$ cat src/rtl/i2s_tx_param_if.sv
// rtl/i2s_tx_param_if.sv - upstream stereo frame handshake bundle for i2s_tx_param
//
// Purpose: carries one stereo frame per transfer from the sample FIFO to the
// I2S transmitter. A transfer happens on an MCLK edge with S_VALID && S_READY.
// Signals:
//   S_VALID  master->slave  frame valid; held with data until accepted
//   S_READY  slave->master  transmitter holding register is empty
//   S_LEFT   master->slave  left sample, two's complement, DATA_W bits
//   S_RIGHT  master->slave  right sample, two's complement, DATA_W bits
interface i2s_tx_param_if #(
    parameter int DATA_W = 24
);
    logic              S_VALID;
    logic              S_READY;
    logic [DATA_W-1:0] S_LEFT;
    logic [DATA_W-1:0] S_RIGHT;

    modport master (output S_VALID, output S_LEFT, output S_RIGHT, input S_READY);
    modport slave  (input S_VALID, input S_LEFT, input S_RIGHT, output S_READY);
endinterface

$ cat src/rtl/i2s_tx_param.sv
// rtl/i2s_tx_param.sv - parametrised stereo I2S / left-justified transmitter
//
// Purpose: serialises one stereo frame per LRCLK period onto SDATA, generating
// SCLK and LRCLK from MCLK. Frames come from a one-deep holding register fed by
// a valid/ready handshake; a frame slot that finds the holding register empty
// transmits zeros and pulses UNDERFLOW.
// Ports:
//   MCLK       in   master clock, all logic on posedge
//   RESET      in   synchronous, active-high
//   S          slave modport of i2s_tx_param_if (S_VALID/S_READY/S_LEFT/S_RIGHT)
//   SCLK       out  bit clock, MCLK/MCLK_PER_SCLK, 50% duty, registered
//   LRCLK      out  0 = left slot, 1 = right slot, registered
//   SDATA      out  serial data, changes on SCLK fall, registered
//   UNDERFLOW  out  one-MCLK pulse when a frame load finds holding empty
module i2s_tx_param #(
    parameter int DATA_W        = 24,
    parameter int SLOT_W        = 32,
    parameter int MCLK_PER_SCLK = 4,
    parameter int JUSTIFY       = 0
) (
    input  logic          MCLK,
    input  logic          RESET,
    i2s_tx_param_if.slave S,
    output logic          SCLK,
    output logic          LRCLK,
    output logic          SDATA,
    output logic          UNDERFLOW
);
    localparam int DIV_W = $clog2(MCLK_PER_SCLK);
    localparam int BIT_W = $clog2(2 * SLOT_W);

    localparam logic [DIV_W-1:0] DIV_LAST = DIV_W'(MCLK_PER_SCLK - 1);
    localparam logic [DIV_W-1:0] DIV_HALF = DIV_W'(MCLK_PER_SCLK / 2);
    localparam logic [BIT_W-1:0] BIT_LAST = BIT_W'(2 * SLOT_W - 1);
    localparam logic [BIT_W-1:0] SLOT_C   = BIT_W'(SLOT_W);
    localparam logic [BIT_W-1:0] DATA_C   = BIT_W'(DATA_W);
    // I2S delays the MSB by one SCLK, so its frame starts at bit_cnt = 1.
    localparam logic [BIT_W-1:0] LOAD_POS = (JUSTIFY == 0) ? BIT_W'(1) : '0;

    logic [DIV_W-1:0]  div_cnt_q, div_cnt_d;
    logic [BIT_W-1:0]  bit_cnt_q, bit_cnt_d;
    logic              sclk_q, sclk_d;
    logic              lrclk_q, lrclk_d;
    logic              sdata_q, sdata_d;
    logic              underflow_q, underflow_d;
    logic              s_ready_q, s_ready_d;
    logic              hold_full_q, hold_full_d;
    logic [DATA_W-1:0] hold_l_q, hold_l_d, hold_r_q, hold_r_d;
    logic [DATA_W-1:0] act_l_q, act_l_d, act_r_q, act_r_d;

    logic              fall;
    logic              load;
    logic              accept;
    logic [BIT_W-1:0]  pos;
    logic [BIT_W-1:0]  k;
    logic [DATA_W-1:0] word;
    logic [DATA_W-1:0] shifted;

    always_comb begin
        hold_l_d    = hold_l_q;
        hold_r_d    = hold_r_q;
        act_l_d     = act_l_q;
        act_r_d     = act_r_q;
        hold_full_d = hold_full_q;
        underflow_d = 1'b0;
        lrclk_d     = lrclk_q;
        sdata_d     = sdata_q;
        bit_cnt_d   = bit_cnt_q;

        fall      = (div_cnt_q == DIV_LAST);
        div_cnt_d = fall ? '0 : div_cnt_q + 1'b1;
        if (fall) begin
            bit_cnt_d = (bit_cnt_q == BIT_LAST) ? '0 : bit_cnt_q + 1'b1;
        end
        sclk_d = (div_cnt_d >= DIV_HALF);

        // The load looks at hold_full_q before this edge's accept lands, so a
        // frame accepted on a load edge waits for the following load.
        load   = fall && (bit_cnt_d == LOAD_POS);
        accept = S.S_VALID && s_ready_q;
        if (load) begin
            if (hold_full_q) begin
                act_l_d     = hold_l_q;
                act_r_d     = hold_r_q;
                hold_full_d = 1'b0;
            end else begin
                act_l_d     = '0;
                act_r_d     = '0;
                underflow_d = 1'b1;
            end
        end
        if (accept) begin
            hold_l_d    = S.S_LEFT;
            hold_r_d    = S.S_RIGHT;
            hold_full_d = 1'b1;
        end
        s_ready_d = !hold_full_d;

        // Position within the frame relative to its MSB; uses the freshly
        // loaded active data so the MSB goes out on the load edge itself.
        if ((JUSTIFY == 0) && (bit_cnt_d == '0)) begin
            pos = BIT_LAST;
        end else begin
            pos = bit_cnt_d - LOAD_POS;
        end
        if (pos >= SLOT_C) begin
            word = act_r_d;
            k    = pos - SLOT_C;
        end else begin
            word = act_l_d;
            k    = pos;
        end
        shifted = word << k;
        if (fall) begin
            lrclk_d = (bit_cnt_d >= SLOT_C);
            sdata_d = (k < DATA_C) ? shifted[DATA_W-1] : 1'b0;
        end
    end

    always_ff @(posedge MCLK) begin
        if (RESET) begin
            div_cnt_q   <= '0;
            bit_cnt_q   <= '0;
            sclk_q      <= 1'b0;
            lrclk_q     <= 1'b0;
            sdata_q     <= 1'b0;
            underflow_q <= 1'b0;
            s_ready_q   <= 1'b0;
            hold_full_q <= 1'b0;
            hold_l_q    <= '0;
            hold_r_q    <= '0;
            act_l_q     <= '0;
            act_r_q     <= '0;
        end else begin
            div_cnt_q   <= div_cnt_d;
            bit_cnt_q   <= bit_cnt_d;
            sclk_q      <= sclk_d;
            lrclk_q     <= lrclk_d;
            sdata_q     <= sdata_d;
            underflow_q <= underflow_d;
            s_ready_q   <= s_ready_d;
            hold_full_q <= hold_full_d;
            hold_l_q    <= hold_l_d;
            hold_r_q    <= hold_r_d;
            act_l_q     <= act_l_d;
            act_r_q     <= act_r_d;
        end
    end

    assign SCLK      = sclk_q;
    assign LRCLK     = lrclk_q;
    assign SDATA     = sdata_q;
    assign UNDERFLOW = underflow_q;
    assign S.S_READY = s_ready_q;
endmodule

$ cat src/flat_wrapper.sv
// flat-port wrapper written by rule: the top's interface ports become plain ports
module i2s_tx_param_flat 
#(
    parameter int DATA_W        = 24,
    parameter int SLOT_W        = 32,
    parameter int MCLK_PER_SCLK = 4,
    parameter int JUSTIFY       = 0
)
  (MCLK, RESET, SCLK, LRCLK, SDATA, UNDERFLOW, S_S_VALID, S_S_LEFT, S_S_RIGHT, S_S_READY);
  i2s_tx_param_if #(.DATA_W(DATA_W)) S_i ();
  input  logic MCLK;
  input  logic RESET;
  output logic SCLK;
  output logic LRCLK;
  output logic SDATA;
  output logic UNDERFLOW;
  input wire logic [$bits(S_i.S_VALID)-1:0] S_S_VALID;
  input wire logic [$bits(S_i.S_LEFT)-1:0] S_S_LEFT;
  input wire logic [$bits(S_i.S_RIGHT)-1:0] S_S_RIGHT;
  output wire logic [$bits(S_i.S_READY)-1:0] S_S_READY;
  assign S_i.S_VALID = S_S_VALID;
  assign S_i.S_LEFT = S_S_LEFT;
  assign S_i.S_RIGHT = S_S_RIGHT;
  assign S_S_READY = S_i.S_READY;
  i2s_tx_param #(.DATA_W(DATA_W), .SLOT_W(SLOT_W), .MCLK_PER_SCLK(MCLK_PER_SCLK), .JUSTIFY(JUSTIFY)) u_core (.MCLK(MCLK), .RESET(RESET), .S(S_i), .SCLK(SCLK), .LRCLK(LRCLK), .SDATA(SDATA), .UNDERFLOW(UNDERFLOW));
endmodule
$ cat config.mk
export PLATFORM = sky130hd
export DESIGN_NAME = i2s_tx_param_flat
export DESIGN_NICKNAME = d
export VERILOG_FILES = /design/src/rtl/i2s_tx_param_if.sv /design/src/rtl/i2s_tx_param.sv /design/src/flat_wrapper.sv
export SDC_FILE = /design/constraint.sdc
export NUM_CORES = 1
export LEC_CHECK = 0
export BUFFER_PORTS_ARGS = -buffer_cell sky130_fd_sc_hd__buf_2
export CORE_UTILIZATION = 53
export CTS_CLUSTER_DIAMETER = 80
export DETAILED_ROUTE_END_ITERATION = 8
export PLACE_DENSITY = 0.76
export SLEW_MARGIN = 20
export SYNTH_ARGS = -nofsm -noshare
export SYNTH_HDL_FRONTEND = slang
export SYNTH_SLANG_ARGS = --single-unit
$ cat constraint.sdc
create_clock -name MCLK -period 3 [get_ports MCLK]
set_input_delay 0.15 -clock MCLK [delete_from_list [all_inputs] [get_ports MCLK]]
set_output_delay 0.15 -clock MCLK [all_outputs]
set_load 0.01 [all_outputs]
* After elaboration in Yosys (flattened, before gate mapping)
Cells that the tools add are included.
** Word-level totals
- Register bits :: 110
- Logic and storage cells :: 44
- Bits of input ports :: 51
- Output and inout bits :: 5
** Operators by class
- Reduce and logical (&&, ||, !) cells :: 5
- Bitwise logic cells :: 1
- Shifts and indexed selects :: 1
- $add $sub $neg :: 4
- Equal/unequal tests :: 3
- Order comparisons :: 4
- Mux-type cells :: 14
** Operators with widths (count)
- 24-bit 2-to-1 mux :: 5
- 6-bit 2-to-1 mux :: 4
- 24-bit by 6-bit << shifter with 24-bit output :: 1
- 6-bit >= comparator (second input constant) :: 2
- 6-bit by 1-bit adder with 6-bit output (second input constant) :: 1
- 6-bit by 1-bit == test with 1-bit output (second input constant) :: 1
- 6-bit == test (second input constant) :: 1
- 6-bit logical NOT :: 1
- 6-bit by 5-bit less-than comparator with 1-bit output (second input constant) :: 1
- 6-bit by 1-bit subtractor with 6-bit output (second input constant) :: 1
- 6-bit subtractor (second input constant) :: 1
- 1-bit 2-to-1 mux :: 4
- 2-bit by 1-bit adder with 2-bit output (second input constant) :: 1
- 2-bit == test (second input constant) :: 1
- 2-bit >= comparator (second input constant) :: 1
- 1-bit logical AND :: 2
- 2-bit 2-to-1 mux :: 1
- 2-bit OR reduction :: 1
- 1-bit logical NOT :: 1
- 1-bit inverter :: 1

* Logic depth before layout (Yosys ltp)
Gate-level depths: netlist (run 1).
- Depth in word-level cells :: 9
- Mapped depth :: 17
- Depth with buffers taken out :: 14

* Worst setup path after synthesis (run 1)
OpenSTA, ideal clock, no wires.
- Path kind :: register -> register
- Start point :: reg u_core.SCLK (netlist name)
- End point :: reg u_core.sdata_q (netlist: u_core.SDATA)
- Slack :: -0.067 ns
- Library setup time :: 0.122 ns
- Data arrival time :: 2.945 ns
- Required time :: 2.878 ns
- Cell stages (with the launch flop) :: 14
- Clock period less this slack :: 3.067 ns
- Buffers on the path :: 2
- Path through :: dfxtp_1 > ha_1 > buf_6 > mux2i_2 > ha_1 > and2_1 > a21bo_1 > buf_6 > a22o_1 > mux4_2 > nor3_2 > nor4_2 > a31oi_1 > o31ai_2
** RTL lines
- end signal, assigned :: RTL line i2s_tx_param.sv:139 : sdata_q <= sdata_d;
- end, declared :: RTL line i2s_tx_param.sv:44 : logic sdata_q, sdata_d;

==> metrics, run 1 <==
status finished clean; number of synthesized register bits 109; transition time at the pin with the least slew margin 0.895 ns; GRT Resource Usage Total 26.3%; classification of the worst-slack hold path in2reg; num rows 35; Post-Synthesis Cell Area 0.00505 sq mm; count of input and output buffers 55; share of total power in combinational logic 12.7%; fraction of layout instances using a drive strength above 1 22.1%; final cycle utilization of the critical path 98.3%; final weighted congestion in routability-driven placement 0.882; worst ir drop on vdd 0.000236 V; Clock power frac 31.9%; CTS tree yes; count of flip-flops with a built-in enable after synthesis 0; maximum level of the CTS H-tree 3; final core area utilization 66.8%; Post CTS Setup Buffer Count 0; master cell of the clock root buffer clkbuf_8; detailed-route via count 4,639; share of Yosys cell area claimed by the top area cell type 43.2%; Syn Inst Count 601; number of max-cap violations 0; Clock Latency Late Sink 0.38 ns; core outline area 0.00924 sq mm; initial core utilization 54.6%; fraction of power consumed by sequential logic 55.5%; height of the die 99.6 um; maximum number of buffers from clock root to sink 2; Critical path destination u_core.SDATA$_SDFFE_PP0N_; remaining design rule violation count 0; Startpoint Class flop; worst reg2reg path startpoint u_core.SCLK$_SDFF_PP0_; commonest register cell after synthesis dfxtp_1; wire length of the first global-routing pass 20,800 um; worst max-slew margin expressed relative to the limit 40.3%; final routed wirelength across all metal layers 12,500 um; Total Die Area 0.00992 sq mm; number of antenna cells inserted 0; data required time of the critical path 3.27 ns; RSZ-0062 raised after global routing yes; cell types occupying the most area after synthesis dfxtp_1, nand2_1, a21oi_1, mux2i_1, a22oi_1; endpoint of the worst-slack reg-to-reg timing path u_core.SDATA$_SDFFE_PP0N_; post-detailed-placement cell area 0.00563 sq mm; beginning of the critical path u_core.SCLK$_SDFF_PP0_; number of gates on the worst path with buffers counted 13; Synth cell types 67; internal reg-to-reg setup slack 0.05 ns; switching power share of the total 26.8%; type of element capturing the critical path flop; Synthesized Nets 657; internal power consumption 2.00 mW; Tot Pwr 2.74 mW; average size of a mapped cell 8.40 sq um; most frequent cells in the layout nand2_1, dfxtp_1, a21oi_1, buf_2, buf_4; via density per instance 5.56; FMAX 339 MHz; CP cell instances ha_4, xor2_1, nor2b_4, ha_2, and2_1, a21bo_4, buf_12, a22o_1, mux4_2, nor3_2, nor4_2, a31oi_1, o31ai_2; final number of max-transition violations 0; Crit Path Class reg2reg; Wirelength per Cell 15.0 um; number of endpoints failing setup at the final stage 0; Ports 56; number of nets in the finished design 756; crit path buf inv count 1; synthesis-to-finish area growth 22.3%; switching power total 734 uW; critical path's largest stage delay 0.51 ns; maximum number of pins on one net before global-route repair 90; worst hold-check slack 0.0134 ns; maximum fanout count along the critical path 9; initial DRC count 256; number of antenna violations at the first check in global routing 0; path depth of the worst reg2reg path 13; Period minus WS final 2.95 ns; die boundary width 99.6 um; Synth async-reset ratio 0%; total power per unit cell area 443 mW/mm^2; number of buffers added by the clock tree synthesis step 9; Total Negative Setup Slacks 0 ns; Slowest cell on crit path mux4_2; residual antenna-violating net count after detailed routing 0; Congestion Overflow GR 0; CP delay by family, top compound AO/OA/AOI/OAI gates; drt first pass iters 5; via count of the first global-routing pass 4,473; clock-pin slew reported for the worst setup and hold paths after clock tree synthesis 0.11 ns; final hold violation count 0; Seq/Total Area, Yosys 43.2%; final non-filler cell area 0.00617 sq mm; hpwl dp 8470 um; Lkg Pwr 2.42 nW; number of sinks driven by the clock tree 109; synthesis warning total 0; most area-hungry cell type in the Yosys netlist dfxtp_1; most common cell after layout, fill and taps aside nand2_1; arrival time at the worst endpoint 3.22 ns; clock tree skew after final layout 0.0114 ns
-- stage by stage --
stage / setup WS (ns) / std cells
after floorplan: 0.00287 / 601
after global placement: -0.0189 / 787
after detailed placement: -0.106 / 787
after CTS: 0.0221 / 834
after global routing: -0.0831 / 834
final: 0.0504 / 834
-- routing by layer --
layer  global-route usage [%]  vias to the layer above  wire, um
met5                        0                        -         0
met2                     46.8                      105      6360
met1                     32.1                     2216      5460
li1                         -                     2293         -
met4                     9.84                        0       261
met3                     3.94                       25       438
-- cell families (layout without fill, tap and decap cells) --
family	count (synthesis)	after routing	synth area share, %
XOR/XNOR	8	8	1.39
multiplexers	29	29	6.40
buffers and inverters	53	157	6.05
adder cells (fa/ha/maj)	5	5	1.24
AO/OA/AOI/OAI	155	155	20.4
AND/OR/NAND/NOR	242	242	21.3
flip-flops	109	109	43.2
-- registers in the layout (all words and copies together) (netlist names) --
name and cells:
u_core.act_l_q 24, u_core.act_r_q 24, u_core.hold_l_q 24, u_core.hold_r_q 24, u_core.bit_cnt_q 6, u_core.LRCLK 1, u_core.S.S_READY 1, u_core.SCLK 1
u_core.SDATA 1, u_core.UNDERFLOW 1, u_core.div_cnt_q 1, u_core.hold_full_q 1
-- worst min path at each step --
stage / end / slack [ns] / depth (start not counted) / from
after floorplan: u_core.hold_l_q[12]$_SDFFE_PP0P_ / 0.29 / 2 / S_S_LEFT[12]
after global placement: u_core.hold_r_q[4]$_SDFFE_PP0P_ / 0.39 / 3 / S_S_RIGHT[4]
after detailed placement: u_core.hold_r_q[2]$_SDFFE_PP0P_ / 0.40 / 3 / S_S_RIGHT[2]
after CTS: u_core.hold_l_q[4]$_SDFFE_PP0P_ / 0.00006 / 3 / S_S_LEFT[4]
after global routing: u_core.hold_l_q[4]$_SDFFE_PP0P_ / 0.0001 / 3 / S_S_LEFT[4]
final: u_core.hold_l_q[4]$_SDFFE_PP0P_ / 0.01 / 3 / S_S_LEFT[4]
-- layout make-up --
| class | instances | area [sq um] |
|---|---|---|
| multi-input cells | 439 | 2610 |
| clock inverters | 5 | 41.3 |
| inverters | 2 | 10.0 |
| well taps | 129 | 161 |
| repair buffers | 139 | 1010 |
| clock buffers | 11 | 151 |
| fillers | 738 | 3070 |
| flip-flops and latches | 109 | 2180 |
-- repair_timing --
item | CTS | global route
gates resized for setup | 4 | 5
hold endpoints to repair | 31 | 0
hold buffers | 31 | 0
setup endpoints to repair | 1 | 1
pin swaps | 0 | 1
-- power by group through the flow --
stage	Clock, mW	Sequential [mW]	Combinational, mW
after floorplan	0	1.54	0.204
after global placement	0	1.55	0.299
after detailed placement	0	1.55	0.306
after CTS	0.894	1.52	0.340
after global routing	0.955	1.52	0.379
final	0.872	1.52	0.346
-- cells in the mapped netlist (2+ instances only) --
cell      number
nand2_1      141
dfxtp_1      109
a21oi_1       78
nor2_1        39
a22oi_1       29
clkbuf_1      27
nand3_1       25
mux2i_1       23
o22ai_1       10
buf_1          7
nor3_1         7
buf_2          6
nor2b_1        6
xor2_1         6
ha_1           5
a22o_1         4
a31oi_1        4
and2_1         4
and3_1         4
buf_6          4
a211oi_1       3
buf_4          3
a211o_1        2
a21oi_2        2
a311oi_1       2
buf_12         2
buf_8          2
mux2_1         2
mux4_2         2
nand3_2        2
nor4_1         2
o211ai_1       2
o21bai_1       2
xnor2_1        2
-- tightest hold or removal path: stages --
cell,delay (ns)
buf_2,0.09
nand2_1,0.04
a21oi_1,0.05
Note: power is estimated with default switching activity, not from simulation.
==> run 2, diff against run 1 <==
Settings changed: CORE_ASPECT_RATIO set to 1.4, CORE_UTILIZATION 53 to 58, PLACE_DENSITY 0.76 to 0.79.
Clock period 3 ns to 3.05 ns, I/O delays scaled along.
==> run 2 against run 1 <==
Via count decreased by 3.7%. Routed wire length decreased by 3.2%. Clock-buffer cell count grew 3. Cell area fell by 3.9%. Clock power is 22% higher. Sequential share of layout area grew 1.4 points. Sequential cell count unchanged. Critical path depth unchanged. Sequential power is essentially flat. Critical endpoint unchanged. Highest routed layer unchanged.
==> metrics, run 2 (synthesis gave the netlist of run 1 again) <==
status finished clean (unchanged); final core area utilization 71.5% (was 66.8%); number of placed cells counting well taps 745 (was 787); beginning of the worst hold path S_S_LEFT[4] (unchanged); remaining design rule violation count 0 (unchanged); Period minus WS final 2.90 ns (was 2.95 ns); post-detailed-placement cell area 0.00551 sq mm (was 0.00563 sq mm); Wirelength per Cell 15.7 um (was 15.0 um); maximum fanout count along the critical path 11 (was 9); Startpoint Class flop (unchanged); master cell of the clock root buffer clkbuf_16 (was clkbuf_8); Congestion Overflow GR 0 (unchanged); total power per unit cell area 481 mW/mm^2 (was 443 mW/mm^2); number of max-cap violations 0 (unchanged); transition time at the pin with the least slew margin 0.846 ns (was 0.895 ns); hpwl dp 8540 um (was 8470 um); type of element capturing the critical path flop (unchanged); Post-Layout Cell Count 772 (was 834); initial DRC count 245 (was 256); via count of the first global-routing pass 4,182 (was 4,473); Tot Pwr 2.86 mW (was 2.74 mW); detailed-route via count 4,468 (was 4,639); final routed wirelength across all metal layers 12,100 um (was 12,500 um); via density per instance 5.79 (was 5.56); maximum number of pins on one net before global-route repair 85 (was 90); initial core utilization 60.8% (was 54.6%); residual antenna-violating net count after detailed routing 0 (unchanged); synthesis-to-finish area growth 17.6% (was 22.3%); Ports 56 (unchanged); Seq. cell area 0.00218 sq mm (unchanged); maximum level of the CTS H-tree 3 (unchanged); worst ir drop on vdd 0.000431 V (was 0.000236 V); number of sinks driven by the clock tree 109 (unchanged); wire length of the first global-routing pass 19,100 um (was 20,800 um); arrival time at the worst endpoint 3.14 ns (was 3.22 ns); die boundary width 80.8 um (was 99.6 um); num rows 39 (was 35); final hold violation count 0 (unchanged); number of antenna violations at the first check in global routing 0 (unchanged); number of antenna cells inserted 0 (unchanged); clock tree skew after final layout 0.00619 ns (was 0.0114 ns); worst reg2reg path startpoint u_core.div_cnt_q[0]$_SDFF_PP0_ (was u_core.SCLK$_SDFF_PP0_); GRT Resource Usage Total 27.5% (was 26.3%); height of the die 112 um (was 99.6 um); final non-filler cell area 0.00593 sq mm (was 0.00617 sq mm); worst hold-check slack 0.0331 ns (was 0.0134 ns); number of endpoints failing setup at the final stage 0 (unchanged); number of filler cells placed in the layout 647 (was 738); most frequent cells in the layout nand2_1, dfxtp_1, a21oi_1, buf_2, buf_4 (unchanged); maximum number of buffers from clock root to sink 2 (unchanged); worst max-slew margin expressed relative to the limit 43.6% (was 40.3%); number of nets in the finished design 722 (was 756); fraction of layout instances using a drive strength above 1 22.1% (about the same); beginning of the critical path u_core.div_cnt_q[0]$_SDFF_PP0_ (was u_core.SCLK$_SDFF_PP0_); final number of max-transition violations 0 (unchanged); number of buffers added by the clock tree synthesis step 9 (unchanged); CTS tree yes (unchanged); Lkg Pwr 2.34 nW (was 2.42 nW); Clock Latency Late Sink 0.35 ns (was 0.38 ns); internal reg-to-reg setup slack 0.15 ns (was 0.05 ns); Crit Path Class reg2reg (unchanged); core outline area 0.00830 sq mm (was 0.00924 sq mm); FMAX 345 MHz (was 339 MHz); Total Die Area 0.00908 sq mm (was 0.00992 sq mm); data required time of the critical path 3.29 ns (was 3.27 ns); final weighted congestion in routability-driven placement 1.01 (was 0.882); clock-pin slew reported for the worst setup and hold paths after clock tree synthesis 0.07 ns (was 0.11 ns); RSZ-0062 raised after global routing no (was yes); classification of the worst-slack hold path in2reg (unchanged); most common cell after layout, fill and taps aside nand2_1 (unchanged); drt first pass iters 5 (unchanged); final cycle utilization of the critical path 95.0% (was 98.3%); count of input and output buffers 55 (unchanged); footprint of the multi-input gates 0.00262 sq mm (was 0.00261 sq mm)
==> run 2: final timing paths <==
kind                                          end  cells past startpoint
hold / removal    u_core.hold_l_q[4]$_SDFFE_PP0P_                      3
setup / recovery        u_core.SDATA$_SDFFE_PP0N_                     13
hold reg to reg    u_core.div_cnt_q[0]$_SDFF_PP0_                      1
setup reg to reg        u_core.SDATA$_SDFFE_PP0N_                     13
==> run 2: metrics by stage <==
step	setup TNS (ns)	setup slack [ns]
finish	0	0.151
global route	0	0.00711
CTS	0	0.0404
detailed placement	-0.0694	-0.0694
global placement	0	0.00895
floorplan	0	0.0529
==> run 2: report_power, final <==
group | internal [mW] | switching (mW) | leakage, nW
sequential | 1.46 | 0.0303 | 0.884
combinational | 0.132 | 0.173 | 1.33
clock | 0.573 | 0.485 | 0.123
==> run 2: critical path, cell delays in order, from the launching register on <==
cell     delay (ns)
dfxtp_2        0.35
ha_4           0.19
xor2_1         0.16
nor2b_4        0.22
ha_4           0.15
and2_4         0.14
a21bo_4        0.23
buf_12         0.14
a22o_1         0.22
mux4_2         0.48
nor3_2         0.20
nor4_2         0.06
a31oi_1        0.18
o31ai_2        0.09
==> run 2: layout make-up <==
cell class              count  share of cell area, %
clock inverters             1                  0.127
multi-input cells         439                   44.1
flip-flops and latches    109                   36.8
well taps                 102                   2.15
inverters                   2                  0.169
repair buffers            105                   12.4
clock buffers              14                   4.28
==> run 2: what timing repair did <==
item | 4_1_cts | 5_1_grt
hold buffers | 0 | 0
endpoints found under the setup margin | 1 | 1
pin swaps | 0 | 9
buffers inserted | 0 | 11
cloned | 0 | 1
gates resized for setup | 2 | 8
==> run 2: metal layers <==
layer  up-vias  share of wire (%)  global-route usage (%)
met2        88                 54                    51.1
met1      2144                 41                    29.8
met5         -                  0                       0
li1       2218                  -                       -
met4         0                1.7                    9.29
met3        18                2.9                    5.77
==> run 3, diff against run 2 <==
Settings changed: CORE_UTILIZATION 58 to 53, PLACE_DENSITY 0.79 to 0.83.
Clock period 3.05 ns to 2.6 ns, I/O delays scaled along.
==> run 3 against run 2 <==
Critical endpoint unchanged. Final cell count grew 3.2%. Clock skew shrank 0.0033 ns. The flow now finishes with violations (negative setup slack). Clock-buffer cell count shrank 2. Critical path depth is the same. Sequential power grew 17%. Setup slack lost 0.45 ns. Clock power grew 25%. Power grew 21%. Largest power group unchanged. Largest cell class unchanged. Cell area grew 2.1%. Combinational power grew 21%. Non-clock buffer count grew 21.
==> metrics, run 3 (synthesis gave the netlist of run 1 again) <==
worst slack at placement -0.290 ns (was -0.0694 ns); switching power total 808 uW (was 689 uW); total power per unit cell area 569 mW/mm^2 (was 481 mW/mm^2); setup ws final -0.299 ns (was 0.151 ns); maximum level of the CTS H-tree 3 (unchanged); most common cell after layout, fill and taps aside nand2_1 (unchanged); maximum number of pins on one net before global-route repair 66 (was 85); via density per instance 5.86 (was 5.79); remaining design rule violation count 0 (unchanged); number of endpoints failing setup at the final stage 1 (was 0); Clock Latency Late Sink 0.35 ns (about the same); clock tree skew after final layout 0.00287 ns (was 0.00619 ns); die boundary width 84.5 um (was 80.8 um); Post CTS Setup Buffer Count 0 (unchanged); Lkg Pwr 2.41 nW (was 2.34 nW); Total Die Area 0.00992 sq mm (was 0.00908 sq mm); classification of the worst-slack hold path in2reg (unchanged); via count of the first global-routing pass 4,573 (was 4,182); violations in the final reports negative setup slack; master cell of the clock root buffer clkbuf_16 (unchanged); Crit Path Class reg2reg (unchanged); maximum fanout count along the critical path 13 (was 11); final routed wirelength across all metal layers 12,400 um (was 12,100 um); post-detailed-placement cell area 0.00577 sq mm (was 0.00551 sq mm); worst hold path cell count 3 (unchanged); number of antenna violations at the first check in global routing 0 (unchanged); final weighted congestion in routability-driven placement 1.00 (was 1.01); number of max-cap violations 0 (unchanged); critical path's largest stage delay 0.50 ns (was 0.48 ns); switching power share of the total 23.4% (was 24.1%); final core area utilization 66.3% (was 71.5%); CTS tree yes (unchanged); fraction of layout instances using a drive strength above 1 24.6% (was 22.1%); crit path buf inv count 1 (unchanged); Slowest cell on crit path mux4_2 (unchanged); final cycle utilization of the critical path 112% (was 95.0%); CP delay by family, top compound AO/OA/AOI/OAI gates (unchanged); drt first pass iters 6 (was 5); height of the die 117 um (was 112 um); wire length of the first global-routing pass 20,800 um (was 19,100 um); number of buffers added by the clock tree synthesis step 9 (unchanged); internal power consumption 2.64 mW (was 2.17 mW); fraction of power consumed by sequential logic 50.9% (was 52.3%); Clock power frac 38.4% (was 37.1%); number of antenna cells inserted 0 (unchanged); number of sinks driven by the clock tree 109 (unchanged); type of element capturing the critical path flop (unchanged); final number of max-transition violations 0 (unchanged); CP cell instances ha_4, xor2_1, nor2b_4, ha_2, and2_4, a21bo_1, buf_12, a22o_1, mux4_2, nor3_2, nor4_2, a31oi_1, o31ai_2 (was ha_4, xor2_1, nor2b_4, ha_4, and2_4, a21bo_4, buf_12, a22o_1, mux4_2, nor3_2, nor4_2, a31oi_1, o31ai_2); Wirelength per Cell 15.6 um (was 15.7 um); hold_buf cts 0 (unchanged); arrival time at the worst endpoint 3.13 ns (was 3.14 ns); path depth of the worst reg2reg path 13 (unchanged); number of gates on the worst path with buffers counted 13 (unchanged); data required time of the critical path 2.84 ns (was 3.29 ns); residual antenna-violating net count after detailed routing 0 (unchanged); final hold violation count 0 (unchanged); clock-pin slew reported for the worst setup and hold paths after clock tree synthesis 0.06 ns (was 0.07 ns); Startpoint Class flop (unchanged); worst max-slew margin expressed relative to the limit 54.7% (was 43.6%); initial DRC count 286 (was 245); final non-filler cell area 0.00606 sq mm (was 0.00593 sq mm); initial core utilization 55.3% (was 60.8%); Congestion Overflow GR 0 (unchanged); transition time at the pin with the least slew margin 0.680 ns (was 0.846 ns); share of total power in combinational logic 10.7% (about the same); core outline area 0.00913 sq mm (was 0.00830 sq mm); worst ir drop on vdd 0.000475 V (was 0.000431 V); hpwl dp 8860 um (was 8540 um); most frequent cells in the layout nand2_1, dfxtp_1, a21oi_1, buf_4, buf_2 (was nand2_1, dfxtp_1, a21oi_1, buf_2, buf_4); status finished with violations (was finished clean); num rows 41 (was 39); Ports 56 (unchanged); synthesis-to-finish area growth 20.0% (was 17.6%); RSZ-0062 raised after global routing yes (was no); number of nets in the finished design 743 (was 722); Period minus WS final 2.90 ns (about the same); GRT Resource Usage Total 26.2% (was 27.5%); Tot Pwr 3.45 mW (was 2.86 mW); FMAX 345 MHz (about the same); maximum number of buffers from clock root to sink 2 (unchanged); detailed-route via count 4,672 (was 4,468); count of input and output buffers 55 (unchanged)
## run 3: cell count changes in the layout (fill, tap and decap cells not counted), moves of 2 or more
cell,delta
buf_12,-2
buf_4,+24
clkbuf_1,-2
ha_2,+2
## run 3: repair_timing
action	4_1_cts	5_1_grt
gates cloned	0	0
resized for setup	1	0
endpoints found under the setup margin	1	1
## run 3: per-stage QoR
step,TNS [ns],instances,hold slack (ns)
4_1_cts,-0.303,797,0.00872
6_report,-0.299,797,0.0148
2_1_floorplan,-0.235,601,0.266
3_3_place_gp,-0.245,783,0.370
5_1_grt,-0.456,797,0.0124
3_5_place_dp,-0.290,783,0.378
## run 3: metal layers
metal  share of wire, %  up-vias  GRT usage (%)
met5                  0        -              0
met4                3.8        0           13.1
met3                4.1       30           4.56
met1                 39     2253           28.9
li1                   -     2262              -
met2                 53      127           47.8
## run 3: final timing paths
path                                                startpoint                          endpoint  slack (ns)
worst max-delay path            u_core.div_cnt_q[0]$_SDFF_PP0_         u_core.SDATA$_SDFFE_PP0N_       -0.30
worst min-delay path                              S_S_LEFT[17]  u_core.hold_l_q[17]$_SDFFE_PP0P_        0.01
worst max register to register  u_core.div_cnt_q[0]$_SDFF_PP0_         u_core.SDATA$_SDFFE_PP0N_       -0.30
worst min register to register  u_core.div_cnt_q[0]$_SDFF_PP0_    u_core.div_cnt_q[0]$_SDFF_PP0_        0.44
## run 3: area by class of cell
cell class	instances	area (sq um)
Fill cell	732	3080
Multi-Input combinational cell	439	2600
Sequential cell	109	2190
Timing Repair Buffer	126	848
Clock buffer	12	246
Tap cell	107	134
Clock inverter	2	35.0
Inverter	2	10.0
## run 3: power by group through the flow
stage | Clock [mW] | Sequential, mW | Combinational [mW]
after detailed placement | 0 | 1.79 | 0.363
after CTS | 1.35 | 1.75 | 0.366
after global placement | 0 | 1.79 | 0.352
after floorplan | 0 | 1.78 | 0.238
after global routing | 1.42 | 1.76 | 0.404
final | 1.32 | 1.75 | 0.369
## run 3: worst reg2reg max path, delay by kind of cell, from the launching register on
kind / cells / cell delay (ns)
xor+xnor: 1 / 0.15
simple gates: 4 / 0.53
mux: 1 / 0.50
buf+inv: 1 / 0.15
fa+ha+maj: 2 / 0.38
flops: 1 / 0.35
compound gates: 4 / 0.73
